**src/rtl/sram_mem_stage.sv**
```systemverilog
// MEM pipeline stage driving a 16-bit asynchronous SRAM as two half-word phases (LO, HI).
// Optional macro SRAM_WAIT_EN stretches each phase to WAIT_CYCLES+1 cycles.
module sram_mem_stage #(
   parameter int BASE_ADDR   = 1024,
   parameter int WAIT_CYCLES = 2
) (
   input  logic        clk,
   input  logic        rst,
   input  logic        wb_enable_in,
   input  logic        mem_read_in,
   input  logic        mem_write_in,
   input  logic [31:0] alu_res_in,
   input  logic [31:0] val_rm_in,
   input  logic [3:0]  dest_in,
   output logic        wb_enable_out,
   output logic        mem_read_out,
   output logic [31:0] alu_res_out,
   output logic [3:0]  dest_out,
   output logic [31:0] mem_data_out,
   output logic        ready_out,
   output logic        freeze_out,
   output logic [17:0] sram_addr,
   output logic        sram_we_n,
   output logic [15:0] sram_dq_out,
   output logic        sram_dq_oe,
   input  logic [15:0] sram_dq_in
);

   typedef enum logic [1:0] {IDLE, LO, HI, DONE} state_t;

   state_t      r_state;
   logic [15:0] r_rd_lo;
   logic [31:0] r_mem_data;

   logic        w_req;
   logic        w_write;
   logic        w_phase_last;
   logic [31:0] w_offset;
   logic [16:0] w_word;
   logic        w_unused_addr_bits;

   assign w_req   = mem_read_in | mem_write_in;
   // A simultaneous read+write request is treated as a write.
   assign w_write = mem_write_in;

   assign w_offset           = alu_res_in - 32'(BASE_ADDR);
   assign w_word             = w_offset[18:2];
   assign w_unused_addr_bits = &{1'b0, w_offset[31:19], w_offset[1:0]};

`ifdef SRAM_WAIT_EN
   localparam int CW = (WAIT_CYCLES > 0) ? $clog2(WAIT_CYCLES + 1) : 1;
   localparam logic [CW-1:0] WAIT_LOAD = CW'(WAIT_CYCLES);

   logic [CW-1:0] r_wait_cnt;

   assign w_phase_last = (r_wait_cnt == '0);

   // Reloaded on entry to LO and to HI; counts down while a phase is held.
   always_ff @(posedge clk) begin
      if (rst) begin
         r_wait_cnt <= '0;
      end else if ((r_state == IDLE && w_req) || (r_state == LO && w_phase_last)) begin
         r_wait_cnt <= WAIT_LOAD;
      end else if (r_wait_cnt != '0) begin
         r_wait_cnt <= r_wait_cnt - 1'b1;
      end
   end
`else
   assign w_phase_last = 1'b1;
`endif

   always_ff @(posedge clk) begin
      if (rst) begin
         r_state    <= IDLE;
         r_rd_lo    <= '0;
         r_mem_data <= '0;
      end else begin
         case (r_state)
            IDLE: if (w_req) r_state <= LO;
            LO: begin
               if (w_phase_last) begin
                  if (!w_write) r_rd_lo <= sram_dq_in;
                  r_state <= HI;
               end
            end
            HI: begin
               if (w_phase_last) begin
                  if (!w_write) r_mem_data <= {sram_dq_in, r_rd_lo};
                  r_state <= DONE;
               end
            end
            DONE: r_state <= IDLE;
            default: r_state <= IDLE;
         endcase
      end
   end

   always_comb begin
      sram_addr   = '0;
      sram_we_n   = 1'b1;
      sram_dq_oe  = 1'b0;
      sram_dq_out = '0;
      case (r_state)
         LO: begin
            sram_addr = {w_word, 1'b0};
            if (w_write) begin
               sram_we_n   = 1'b0;
               sram_dq_oe  = 1'b1;
               sram_dq_out = val_rm_in[15:0];
            end
         end
         HI: begin
            sram_addr = {w_word, 1'b1};
            if (w_write) begin
               sram_we_n   = 1'b0;
               sram_dq_oe  = 1'b1;
               sram_dq_out = val_rm_in[31:16];
            end
         end
         default: ;
      endcase
   end

   // Stall starts in the IDLE cycle that sees the request; DONE releases it.
   assign ready_out  = !((r_state == IDLE && w_req) || r_state == LO || r_state == HI);
   assign freeze_out = ~ready_out;

   assign wb_enable_out = wb_enable_in;
   assign mem_read_out  = mem_read_in;
   assign alu_res_out   = alu_res_in;
   assign dest_out      = dest_in;
   assign mem_data_out  = r_mem_data;

endmodule

```
**config.mk**
```make
export PLATFORM = sky130hd
export DESIGN_NAME = sram_mem_stage
export DESIGN_NICKNAME = d
export VERILOG_FILES = /design/src/rtl/sram_mem_stage.sv
export SDC_FILE = /design/constraint.sdc
export NUM_CORES = 1
export LEC_CHECK = 0
export CORE_MARGIN = 2
export CORE_UTILIZATION = 36
export DETAILED_ROUTE_END_ITERATION = 10
export GPL_TIMING_DRIVEN = 0
export PLACE_DENSITY_LB_ADDON = 0.08
export SLEW_MARGIN = 0
export SYNTH_ARGS = -nofsm -noshare
export SYNTH_HDL_FRONTEND = slang
export SYNTH_SLANG_ARGS = --single-unit
```
**constraint.sdc**
```tcl
create_clock -name clk -period 4.44 [get_ports clk]
set_input_delay 1.332 -clock clk [delete_from_list [all_inputs] [get_ports clk]]
set_output_delay 1.332 -clock clk [all_outputs]
set_load 0.01 [all_outputs]
```
==> reports/metrics.csv, run 1 <==
stage,metric,value,unit
synth,sequential share of the synthesized area,39.6,%
layout,Layout area overhead,77.5,%
drt,final wirelength,8.22,mm
synth,syn avg cell area,7.31,µm²
power,Sw Share,36.5,%
timing,Max Slew Vio Count,0,
drt,wire per inst,13.1,µm
synth,Yosys cell types,29,
synth,Synth top area share,39.6,%
worst_setup_path,kind of critical path,in2out,
layout,design area,4490,µm²
layout,fin util,66.1,%
drt,Pre-antenna DRT Iters,4,
power,Power Density,363,nW/µm²
die,core area,6790,µm²
grt,global-route wire length before repair,12.9,mm
timing,Final setup viols,0,
layout,Antenna diodes,0,
worst_setup_path,crit path capture type,output port,
synth,"area leader, netlist",dfxtp_1,
timing,clk_skew,0.00434,ns
grt,largest net degree at the start of global routing,16,
clocking,clock sinks,50,
timing,Fin. Hold Viols,0,
placed_design,DP HPWL,6.78,mm
die,die height,87.8,µm
power,Sw Pwr,594,µW
drt,Antenna Violating Nets Remaining,0,
clocking,CTS H-Tree Depth,2,
worst_setup_path,CP dominant cell by count,clkdlybuf4s50_1,
drt,vias per cell,4.52,
timing,highest attainable clock frequency,0.230,GHz
timing,Worst slew margin,62.9,%
synth,Synth Cell Area,2530,µm²
placed_design,IO Port Bufs,175,
power,peak supply drop,0.000249,V
timing,unrepaired setup endpoints after global routing,true,
worst_setup_path,data required time of the critical path,3.11,ns
layout,fillers,610,
layout,Final #Nets,621,
clocking,CTS tree,done,
timing,setup ws final,0.0910,ns
placed_design,DP Worst Slack,-0.456,ns
synth,Synthesized Nets,439,
drt,DRC viols,0,
timing,fin crit share,98.0,%
power,Sequential Power Share,32.1,%
layout,Finished Layout Cells,625,
die,row count,30,
placed_design,Post-Place Cell Area,4400,µm²
power,Gate power share,52.5,%
drt,total number of vias,2824,
synth,post-synthesis cell count,346,
grt,total track usage,21.0,%
clocking,TritonCTS Buffers,5,
die,Initial Util,37.2,%
drt,initial DRC count,69,
worst_setup_path,"slowest stage delay, CP",0.57,ns
placed_design,RD Place Congestion,0.812,
clocking,Clock Path Buffers,2,
power,Pwr Total,1.63,mW
clocking,hold-fix buffer count after cts,0,
placed_design,Placed Cells,617,
synth,Ys Warns,0,
die,chip width,87.8,µm
clocking,Clock Latency Late Sink,0.29,ns
job,MaxCap Viol Count,0,
synth,#FFs+latches synth,50,
worst_setup_path,CP arrival,3.02,ns
hold_path,Hold Path Class,reg2reg,
clocking,Root Buffer,clkbuf_8,
worst_setup_path,Worst path slowest cell,clkdlybuf4s50_1,
synth,cells taking the most area after synthesis,"dfxtp_1, nand2_1, buf_4, a21oi_1, a22oi_1",
run_status,outcome,finished clean,
timing,fin crit period,4.35,ns
clocking,Worst-path clk slew,0.08,ns
grt,antenna violations before repair,0,
timing,TNS Setup,0,ns
power,clock share of power,15.4,%
power,Pint,1.03,mW
grt,number of global-route vias before repair,2842,
die,DIE AREA,7710,µm²
power,LEAKAGE,1.67,nW
worst_setup_path,CP Max Fanout,4,
die,num ports,197,
worst_setup_path,crit start category,input pin,
grt,total grt overflow,0,
layout,layout cell share with drive strength beyond 1,9.83,%
worst_setup_path,crit path cell chain,clkdlybuf4s50_1 > inv_1 > ha_1 > nand2b_1 > a21oi_1 > clkdlybuf4s50_1,
timing,Worst-Margin Slew,0.553,ns
timing,worst hold slack,0.455,ns
## area by class of cell
cell class | instances | area (µm²) | share of cell area, %
flip-flops and latches | 50 | 1000 | 22.3
inverters | 6 | 22.5 | 0.502
clock inverters | 2 | 13.8 | 0.306
multi-input cells | 230 | 1150 | 25.6
well taps | 96 | 120 | 2.67
clock buffers | 6 | 72.6 | 1.62
plain buffers | 60 | 369 | 8.22
repair buffers | 175 | 1740 | 38.8
## kinds of logic after synthesis
kind of cell,synth area share [%]
compound gates,18.0
xor+xnor,0.346
simple gates,24.3
flops,39.6
mux,0.396
fa+ha+maj,1.98
buf+inv,15.4
## layer usage
| layer | vias up | track usage, % | routed length [µm] |
|---|---|---|---|
| met3 | 16 | 7.82 | 713 |
| met5 | - | 0 | 0 |
| met2 | 105 | 36.8 | 4140 |
| li1 | 1458 | - | - |
| met1 | 1245 | 23.8 | 3180 |
| met4 | 0 | 6.43 | 176 |
## cell usage after synthesis
| cell type | instances |
|---|---|
| nand2_1 | 97 |
| a21oi_1 | 53 |
| dfxtp_1 | 50 |
| buf_4 | 38 |
| nor2_1 | 23 |
| clkbuf_1 | 22 |
| a22oi_1 | 16 |
| and2_1 | 8 |
| inv_1 | 6 |
| nand2b_1 | 6 |
| ha_1 | 4 |
| o31ai_1 | 3 |
| nor2b_1 | 2 |
| o21ai_0 | 2 |
| or3_1 | 2 |
| a211o_1 | 1 |
| a211oi_1 | 1 |
| mux2i_1 | 1 |
| nand3b_1 | 1 |
| nor3_1 | 1 |
| nor3b_1 | 1 |
| o211ai_1 | 1 |
| o21a_1 | 1 |
| o21ai_1 | 1 |
| or2_2 | 1 |
| or3_2 | 1 |
| or4_1 | 1 |
| or4_4 | 1 |
| xnor2_1 | 1 |
## timing repair
item                                    4_1_cts  5_1_grt
setup buffers                                 0        0
endpoints found under the hold margin         0        0
gates cloned                                  0        0
endpoints found under the setup margin       14        4
resized for setup                            12        4
## flip-flops by register name, indices dropped and copies added, names as in the netlist
register and count:
r_rd_lo 16, mem_data_out 32, r_state 2
## worst paths after layout
check	startpoint	to	slack, ns	depth (start not counted)
worst max-delay path	alu_res_in[11]	sram_addr[11]	0.09	6
worst min-delay path	r_rd_lo[3]	mem_data_out[3]	0.45	2
worst max register to register	r_state[1]	r_rd_lo[13]	2.74	7
worst min register to register	r_rd_lo[3]	mem_data_out[3]	0.45	2
## placed cells by master, fill, tap and decap left out, drive strengths merged
cell	count
nor2	23
mux2i	1
clkdlybuf4s50	165
xnor2	1
ha	4
clkinv	2
a22oi	16
a211oi	1
nor3	1
dlymetal6s2s	2
o21a	1
o21ai	3
nor2b	2
or2	1
nand3b	1
nand2	97
o31ai	3
inv	6
a21oi	53
and2	8
or4	2
dfxtp	50
o211ai	1
buf	39
nand2b	6
nor3b	1
clkbuf	28
a211o	1
dlygate4sd2	7
or3	3
## critical path, delay by kind of cell
| kind | cells | cell delay (ns) |
|---|---|---|
| AOI/OAI and AO/OA | 1 | 0.15 |
| adders and majority gates | 1 | 0.21 |
| buffers and inverters | 3 | 1.17 |
| and+or+nand+nor | 1 | 0.15 |
## power groups by stage
stage,Combinational (mW),Clock (mW),Sequential [mW]
2_1_floorplan,0.429,0,0.537
3_3_place_gp,0.862,0,0.531
3_5_place_dp,0.867,0,0.533
4_1_cts,0.868,0.258,0.523
5_1_grt,0.941,0.275,0.528
6_report,0.855,0.251,0.522
No activity file was read; power rests on OpenSTA's default activity.
==> run 2, diff against run 1 <==
--- a/config.mk
+++ b/config.mk
@@ -9,2 +9,3 @@
 export CORE_UTILIZATION = 36
+export CTS_CLUSTER_SIZE = 20
 export DETAILED_ROUTE_END_ITERATION = 10
@@ -12,3 +13,3 @@
 export PLACE_DENSITY_LB_ADDON = 0.08
-export SLEW_MARGIN = 0
+export SLEW_MARGIN = 30
 export SYNTH_ARGS = -nofsm -noshare
==> constraint.sdc (replaced) <==
create_clock -name clk -period 4.44 [get_ports clk]
set_input_delay 0.888 -clock clk [delete_from_list [all_inputs] [get_ports clk]]
set_output_delay 0.888 -clock clk [all_outputs]
set_load 0.01 [all_outputs]
==> run 2 against run 1 <==
Against the previous run: power grew 0.39%; highest routed layer unchanged; sequential share of layout area is essentially flat; sequential power is essentially flat; critical path type unchanged; first-iteration DRC count grew 10%.
==> reports/metrics.csv, run 2 (synthesized netlist as in run 1, its figures left out) <==
stage,metric,value,unit,change
layout,Largest register FFs,32,,unchanged
timing,Worst slew margin,62.1,%,-0.79 points
die,core area,6790,µm²,unchanged
timing,highest attainable clock frequency,0.251,GHz,+9.0%
layout,Antenna diodes,0,,unchanged
power,clock share of power,15.4,%,about the same
power,LEAKAGE,1.62,nW,-3.4%
placed_design,DP Worst Slack,0.432,ns,+0.888 ns
worst_setup_path,Reg-to-Reg End,r_rd_lo[13],,
drt,Pre-antenna DRT Iters,4,,unchanged
clocking,CTS tree,done,,
layout,"commonest non-fill, non-tap cell in the layout",clkdlybuf4s50_1,,
timing,Max Slew Vio Count,0,,unchanged
grt,largest net degree at the start of global routing,16,,unchanged
drt,DRC viols,0,,unchanged
timing,fin crit period,3.99,ns,-0.360 ns
worst_setup_path,crit path capture type,output port,,
clocking,Clock Latency Late Sink,0.29,ns,about the same
grt,total track usage,21.0,%,-0.039 points
clocking,post-CTS sizing,0,,-12
die,chip width,87.8,µm,unchanged
die,num ports,197,,unchanged
hold_path,Min-Delay Path Depth,2,,unchanged
power,Power Density,364,nW/µm²,+0.45%
worst_setup_path,kind of critical path,in2out,,
clocking,Clock Path Buffers,2,,unchanged
hold_path,Hold Path Class,reg2reg,,
worst_setup_path,flop2flop setup slack,2.74,ns,about the same
die,die height,87.8,µm,unchanged
clocking,hold-fix buffer count after cts,0,,unchanged
die,Initial Util,37.2,%,unchanged
power,Gate power share,52.7,%,+0.2 points
layout,layout cell share with drive strength beyond 1,9.07,%,-0.76 points
drt,total number of vias,2828,,+0.14%
grt,number of global-route vias before repair,2830,,-0.42%
drt,initial DRC count,76,,+10%
timing,clk_skew,0.00433,ns,-0.00000938 ns
layout,Layout area overhead,77.4,%,about the same
clocking,postcts setup bufs,0,,unchanged
clocking,clock sinks,50,,unchanged
placed_design,Post-Place Cell Area,4400,µm²,unchanged
clocking,Root Buffer,clkbuf_8,,
layout,Final #Nets,621,,unchanged
grt,global-route wire length before repair,12.9,mm,about the same
grt,antenna violations before repair,0,,unchanged
clocking,Worst-path clk slew,0.08,ns,about the same
layout,most frequent cells in the layout,"clkdlybuf4s50_1, nand2_1, a21oi_1, dfxtp_1, buf_4",,
drt,vias per cell,4.52,,+0.14%
drt,final wirelength,8.21,mm,about the same
worst_setup_path,crit start category,input pin,,
timing,setup ws final,0.451,ns,+0.360 ns
die,row count,30,,unchanged
worst_setup_path,CP arrival,3.10,ns,+0.08 ns
drt,Antenna Violating Nets Remaining,0,,unchanged
timing,fin crit share,89.8,%,-8.1 points
layout,fillers,612,,+0.33%
timing,Fin. Hold Viols,0,,unchanged
power,Pint,1.04,mW,+0.75%
power,Sequential Power Share,31.9,%,-0.2 points
worst_setup_path,worst r2r path cells,7,,unchanged
clocking,TritonCTS Buffers,5,,unchanged
power,Pwr Total,1.63,mW,+0.39%
worst_setup_path,CP Max Fanout,6,,+2
timing,Worst-Margin Slew,0.565,ns,+0.0117 ns
die,DIE AREA,7710,µm²,unchanged
hold_path,hold endpoint,mem_data_out[3],,
power,peak supply drop,0.000247,V,-0.73%
worst_setup_path,data required time of the critical path,3.55,ns,+0.44 ns
hold_path,worst hold start,r_rd_lo[3],,
timing,Final setup viols,0,,unchanged
placed_design,RD Place Congestion,0.812,,unchanged
clocking,CTS H-Tree Depth,2,,unchanged
layout,design area,4490,µm²,about the same
placed_design,IO Port Bufs,175,,unchanged
placed_design,DP HPWL,6.78,mm,unchanged
timing,TNS Setup,0,ns,unchanged
power,Sw Share,36.3,%,-0.23 points
timing,unrepaired setup endpoints after global routing,false,,
drt,wire per inst,13.1,µm,about the same
worst_setup_path,reg-to-reg startpoint,r_state[1],,
grt,total grt overflow,0,,unchanged
run_status,outcome,finished clean,,
power,Sw Pwr,593,µW,-0.23%
job,MaxCap Viol Count,0,,unchanged
-- run 2: worst max-delay path by stage --
stage	slack (ns)	endpoint	from	depth (start not counted)
floorplan	1.49	sram_addr[17]	alu_res_in[14]	3
global placement	0.45	sram_addr[17]	alu_res_in[14]	5
detailed placement	0.43	sram_addr[17]	alu_res_in[14]	5
CTS	0.44	sram_addr[17]	alu_res_in[14]	5
global route	0.32	sram_addr[17]	alu_res_in[13]	5
finish	0.45	sram_addr[17]	alu_res_in[14]	5
-- run 2: routing by layer --
metal	part of all wire, %	vias to the layer above	wire length (µm)	track usage, %
met5	0	-	0	0
met3	8.7	16	715	7.82
li1	-	1458	-	-
met2	50	107	4150	36.7
met1	39	1247	3170	23.7
met4	2.2	0	178	6.43
-- run 2: final cells by class --
type                       instances  area [µm²]  share of cell area [%]
inverter                           6        22.5                   0.502
clock inverter                     2        13.8                   0.307
clock buffer                       6        72.6                    1.62
tap                               96         120                    2.68
sequential                        50        1000                    22.3
timing repair buffer             175        1750                    39.0
multi-input combinational        230        1140                    25.4
buffer                            60         368                    8.20
-- run 2: critical path, stage by stage --
cell and delay, ns:
clkdlybuf4s50_1 0.49, or4_4 0.58, or4_1 0.40, a21oi_1 0.15, clkdlybuf4s50_1 0.59
-- run 2: per-stage QoR --
stage	utilization [%]	hold WS, ns	instances
after CTS	66.1	0.459	625
final	66.1	0.455	625
after global placement	64.8	0.442	617
after global routing	66.1	0.479	625
after detailed placement	64.8	0.447	617
after floorplan	-	0.432	346
-- run 2: power by group through the flow --
stage | Combinational (mW) | Sequential [mW] | Clock (mW)
CTS | 0.873 | 0.523 | 0.258
global placement | 0.862 | 0.531 | 0
detailed placement | 0.867 | 0.533 | 0
global route | 0.946 | 0.528 | 0.275
finish | 0.861 | 0.522 | 0.251
floorplan | 0.429 | 0.537 | 0
